[src/rtl/dma_channel_arbiter.sv]
// Four-channel DMA request arbiter with HRQ/HLDA bus-hold handshake and byte pacing.
// Optional rotating priority is enabled by defining DMA_ROTATE_PRIORITY_EN.
module dma_channel_arbiter #(
    parameter int NUM_CH       = 4,
    parameter int BYTE_CYCLES  = 4,
    parameter int HLDA_TIMEOUT = 255
) (
    input  logic              clk,
    input  logic              RESET,
    input  logic [NUM_CH-1:0] DREQ,
    input  logic              mask_wr,
    input  logic [NUM_CH-1:0] mask_in,
    input  logic [NUM_CH-1:0] mode_in,
    input  logic              HLDA,
    input  logic              TC,
    output logic              HRQ,
    output logic [NUM_CH-1:0] DACK,
    output logic [1:0]        active_ch,
    output logic              xfer_stb,
    output logic              busy,
    output logic              timeout_err
);

    localparam logic [2:0] S_IDLE    = 3'd0;
    localparam logic [2:0] S_REQ     = 3'd1;
    localparam logic [2:0] S_GRANT   = 3'd2;
    localparam logic [2:0] S_XFER    = 3'd3;
    localparam logic [2:0] S_RELEASE = 3'd4;

    localparam int          BW      = $clog2(BYTE_CYCLES);
    localparam logic [BW-1:0] BC_LAST = BW'(BYTE_CYCLES - 1);
    localparam logic [7:0]  TO_LAST = 8'(HLDA_TIMEOUT - 1);

    logic [2:0]        state;
    logic [NUM_CH-1:0] mask;
    logic [NUM_CH-1:0] mode;
    logic [BW-1:0]     byte_cnt;
    logic [7:0]        to_cnt;
    logic [NUM_CH-1:0] eff;
    logic [1:0]        winner;
    logic              end_xfer;

    // Lowest-priority channel is visited first so the highest-priority hit wins last.
    function automatic logic [1:0] pick(input logic [NUM_CH-1:0] req, input logic [1:0] base);
        logic [1:0] idx;
        pick = base;
        for (int i = NUM_CH - 1; i >= 0; i--) begin
            idx = base + 2'(i);
            if (req[idx]) pick = idx;
        end
    endfunction

    assign eff      = DREQ & ~mask;
    assign busy     = (state != S_IDLE);
    assign xfer_stb = (state == S_XFER) && HLDA && (byte_cnt == BC_LAST);
    assign end_xfer = TC | mask[active_ch] | ~mode[active_ch] | ~DREQ[active_ch];

`ifdef DMA_ROTATE_PRIORITY_EN
    logic [1:0] rot_ptr;

    // The channel that just completed drops to lowest priority.
    always_ff @(posedge clk or posedge RESET) begin
        if (RESET) begin
            rot_ptr <= 2'd0;
        end else if (xfer_stb && end_xfer) begin
            rot_ptr <= active_ch + 2'd1;
        end
    end

    assign winner = pick(eff, rot_ptr);
`else
    assign winner = pick(eff, 2'd0);
`endif

    always_ff @(posedge clk or posedge RESET) begin
        if (RESET) begin
            mask <= '1;
            mode <= '0;
        end else if (mask_wr) begin
            mask <= mask_in;
            mode <= mode_in;
        end
    end

    // Handshake: HRQ is a level held from REQ until the transfer ends; HLDA is the
    // CPU's level reply. Losing HLDA in GRANT/XFER aborts at once, and RELEASE waits
    // for HLDA to fall before another HRQ can be raised.
    always_ff @(posedge clk or posedge RESET) begin
        if (RESET) begin
            state       <= S_IDLE;
            HRQ         <= 1'b0;
            DACK        <= '0;
            active_ch   <= 2'd0;
            byte_cnt    <= '0;
            to_cnt      <= 8'd0;
            timeout_err <= 1'b0;
        end else begin
            if (mask_wr) timeout_err <= 1'b0;
            case (state)
                S_IDLE: begin
                    if (eff != '0) begin
                        active_ch <= winner;
                        HRQ       <= 1'b1;
                        to_cnt    <= 8'd0;
                        state     <= S_REQ;
                    end
                end
                S_REQ: begin
                    if (HLDA) begin
                        to_cnt <= 8'd0;
                        state  <= S_GRANT;
                    end else if (to_cnt == TO_LAST) begin
                        to_cnt      <= 8'd0;
                        HRQ         <= 1'b0;
                        timeout_err <= 1'b1;
                        state       <= S_IDLE;
                    end else begin
                        to_cnt <= to_cnt + 8'd1;
                    end
                end
                S_GRANT: begin
                    if (!HLDA) begin
                        HRQ   <= 1'b0;
                        state <= S_IDLE;
                    end else begin
                        DACK     <= NUM_CH'(1) << active_ch;
                        byte_cnt <= '0;
                        state    <= S_XFER;
                    end
                end
                S_XFER: begin
                    if (!HLDA) begin
                        DACK     <= '0;
                        HRQ      <= 1'b0;
                        byte_cnt <= '0;
                        state    <= S_IDLE;
                    end else if (byte_cnt == BC_LAST) begin
                        byte_cnt <= '0;
                        if (end_xfer) begin
                            DACK  <= '0;
                            HRQ   <= 1'b0;
                            state <= S_RELEASE;
                        end
                    end else begin
                        byte_cnt <= byte_cnt + BW'(1);
                    end
                end
                S_RELEASE: begin
                    if (!HLDA) state <= S_IDLE;
                end
                default: state <= S_IDLE;
            endcase
        end
    end

endmodule

[config.mk]
export PLATFORM = sky130hd
export DESIGN_NAME = dma_channel_arbiter
export DESIGN_NICKNAME = d
export VERILOG_FILES = /design/src/rtl/dma_channel_arbiter.sv
export SDC_FILE = /design/constraint.sdc
export NUM_CORES = 1
export LEC_CHECK = 0
export CAP_MARGIN = 10
export CORE_ASPECT_RATIO = 0.6
export CORE_MARGIN = 4
export CORE_UTILIZATION = 52
export CTS_CLUSTER_DIAMETER = 50
export DETAILED_ROUTE_END_ITERATION = 8
export PLACE_DENSITY = 0.85
export SYNTH_ARGS = -nofsm -noshare
export SYNTH_HDL_FRONTEND = slang
export SYNTH_SLANG_ARGS = --single-unit
export TNS_END_PERCENT = 1
[constraint.sdc]
create_clock -name clk -period 2.32 [get_ports clk]
set_clock_uncertainty 0.15 [all_clocks]
set_input_delay 0.232 -clock clk [delete_from_list [all_inputs] [get_ports clk]]
set_output_delay 0.232 -clock clk [all_outputs]
set_load 0.005 [all_outputs]
==> metrics.md <==
| Metric | Value |
|---|---|
| Status | completed |
| Maximum number of pins on one net before global-route repair | 30 |
| Vias in the first global route | 1,287 |
| Count leader, synth | dfrtp_1 |
| # DRC | 0 |
| Final GP Congestion | 0.827 |
| Detailed-routing iteration count for the pre-antenna-repair pass | 4 |
| Synth unique cells | 42 |
| Core Area | between 2000 and 3000 um^2 |
| DR vias/cell | 5.75 |
| Vias | around 1,300 |
| Initial antenna violation count | 0 |
| Fin crit share | 94.6% |
| Reg area | 732 um^2 |
| Filler cells | 188 |
| CP delay by family, top | simple AND/OR/NAND/NOR gates |
| Synthesized area per cell | 10.4 um^2 |
| DRT iter0 DRCs | 75 |
| RSZ-0062 raised after global routing | false |
| Hold WS | around 160 ps |
| Tmin final | 2190 ps |
| Die Ht | 49.9 um |
| Synth Warn # | 0 |
| Max Used Layer | met4 |
| Total gr overflow | 0 |
| Area Growth Syn to Fin | 27.2% |
| Max VDD drop | between 0.5 and 0.6 mV |
| Net Count, Synth | 166 |
| Worst Path Required | 1940 ps |
| Clock slew at reported path FFs | 60 ps |
| CTS buffer count | 5 |
| Top_reg_cell synth | dfrtp_1 |
| Synth top area share | 41.2% |
| Tot Pwr | 1.78 mW |
| Synth cell count leaders | dfrtp_1, o21ai_0, mux2_2, nand2_1, nor2_1 |
| Critical Path, Cell by Cell | and3b_2 > nand2_2 > nor2_1 > clkdlybuf4s50_1 |
| Max_slew headroom | 68.4% |
| Final count of negative-setup-slack endpoints | 0 |
| R2R Setup Slk | 180 ps |
| Antenna cells | 0 |
| Critical path class | flip-flop to output pin |
| Met1 Routed Length | 1590 um |
| Routed wire length | 3490 um |
| Sequential cell area fraction in the yosys report | between 40% and 50% |
| Main area contributors after synthesis | dfrtp_1, mux2_2, dfstp_2, o21ai_0, nand2_1 |
| Die Wd | 77.8 um |
| HPWL Detailed | 2620 um |
| Hold Path Class | input port to asynchronous set/reset pin |
| Slowest Stage Delay on Critical Path | 500 ps |
| Cells after Synth | around 150 |
| Non-filler instance count after layout | 220 |
| Max-Cap Viols | 0 |
| Global-route usage over all layers | 20.4% |
| Wire length per cell | 15.9 um |
| Crit-path slowest cell | clkdlybuf4s50_1 |
| CP Max Fanout | 10 |
| CTS sink cnt | 29 |
| H-tree depth | 2 |
| Longest Clk Path Bufs | 2 |
| First-pass GRT wire length | 6040 um |
| Die ar. | 3880 um^2 |
| CTS tree | done |
| Top cell type by total area after synthesis | dfrtp_1 |
| CP Data Arrival Time | about 1800 ps |
| Worst-skew pair later-pin latency | 290 ps |
| Slew Limit Fails | 0 |
| Leakage power | 0.809 nW |
| Root Buffer | clkbuf_8 |
| Number of flops mapped to enable cells by yosys | 0 |
| DR WL met3 | 167 um |
| Antenna Violating Nets Remaining | 0 |
| FP Rows | 14 |
| Worst Path Buf+Inv | 1 |
| Final hold violation count | 0 |
| Synthesized area | 1520 um^2 |
| CP endpoint kind | output pin |
| Slew @ Worst Pin | 468 ps |
| Port bufs | 26 |
| Max Fclk | roughly 460 MHz |
| Fraction of layout cells with a size suffix above 1 | 21.7% |
| Startpoint types | flip-flop |
| I/O Pins | 27 |
| Layout net count | between 150 and 200 |
| Placed cells | 212 |
| Met2 wire len | 1650 um |
| Asr flop ratio synth | 100% |
| Effective utilization at floorplan | a little under three fifths |
| Area taken by multi-input logic gates | 743 um^2 |
| Power Dens Cells | slightly above 900 nW/um^2 |
| Synth Register Bits | 29 |
-- layout make-up --
cell class | count | area share, %
timing repair buffer | 32 | 15.8
sequential | 29 | 37.9
tap | 40 | 2.59
inverter | 5 | 0.972
clock inverter | 2 | 0.518
clock buffer | 6 | 3.76
multi-input combinational | 106 | 38.5
-- registers in the layout (all words and copies together) (netlist names) --
| signal | count |
|---|---|
| to_cnt | 8 |
| DACK | 4 |
| mask | 4 |
| mode | 4 |
| state | 3 |
| active_ch | 2 |
| byte_cnt | 2 |
| HRQ | 1 |
| timeout_err | 1 |
-- placed cells by master (no fill, tap or decap), drive strengths merged, types with 3 or more instances in the layout --
cell	instances
a21oi	3
buf	6
clkbuf	6
clkdlybuf4s50	26
dfrtp	25
dfstp	4
ha	3
inv	5
mux2	13
nand2	14
nand2b	7
nand3	3
nand4	4
nor2	12
o21ai	15
or2	3
-- through the flow --
step / setup TNS [ps] / cell area, um^2 / utilization, % / worst slack, ps
2_1_floorplan: 0 / 1520 / - / 291
3_3_place_gp: -436 / 1850 / 69.8 / -90.1
3_5_place_dp: -639 / 1850 / 69.8 / -143
4_1_cts: 0 / 1930 / 72.9 / 17.7
5_1_grt: 0 / 1930 / 73.0 / 11.9
6_report: 0 / 1930 / 73.0 / 126
-- where the power goes --
| part | internal, mW | switching [mW] |
|---|---|---|
| Sequential | 0.630 | 0.115 |
| Clock | 0.207 | 0.193 |
| Combinational | 0.358 | 0.279 |
-- worst reg2reg max path, cell delays in order, from the launching register on --
cell	delay [ps]
dfstp_2	370
nand2b_4	150
or4b_1	470
a311o_1	410
nand2_2	140
mux2_2	350
-- worst paths after layout --
kind,startpoint,endpoint,cells past startpoint
setup / recovery,state[1]$_DFFE_PP0P_,xfer_stb,4
hold / removal,RESET,timeout_err$_DFF_PP0_,3
setup reg to reg,mask[0]$_DFFE_PP1P_,DACK[3]$_DFFE_PP0P_,5
hold reg to reg,byte_cnt[1]$_DFFE_PP0P_,byte_cnt[1]$_DFFE_PP0P_,1
max in group asynchronous,RESET,mask[2]$_DFFE_PP1P_,3
min in group clk,byte_cnt[1]$_DFFE_PP0P_,byte_cnt[1]$_DFFE_PP0P_,1
-- cells by family after synthesis --
family                     share of synthesized area (%)
adders and majority gates                           2.47
buffers and inverters                               3.05
DFF                                                 48.1
muxes                                               9.64
and+or+nand+nor                                     20.8
AOI/OAI and AO/OA                                   16.0
-- repair_timing --
action | 4_1_cts | 5_1_grt
setup buffers | 0 | 0
hold buffers | 0 | 0
resized for setup | 0 | 2
endpoints found under the setup margin | 0 | 6
-- per-layer routing --
layer / global-route usage, % / vias up
li1: - / 599
met1: 26.2 / 619
met2: 31.0 / 39
met3: 5.82 / 9
met4: 11.5 / 0
met5: 0 / -
No activity file was read; power rests on OpenSTA's default activity.
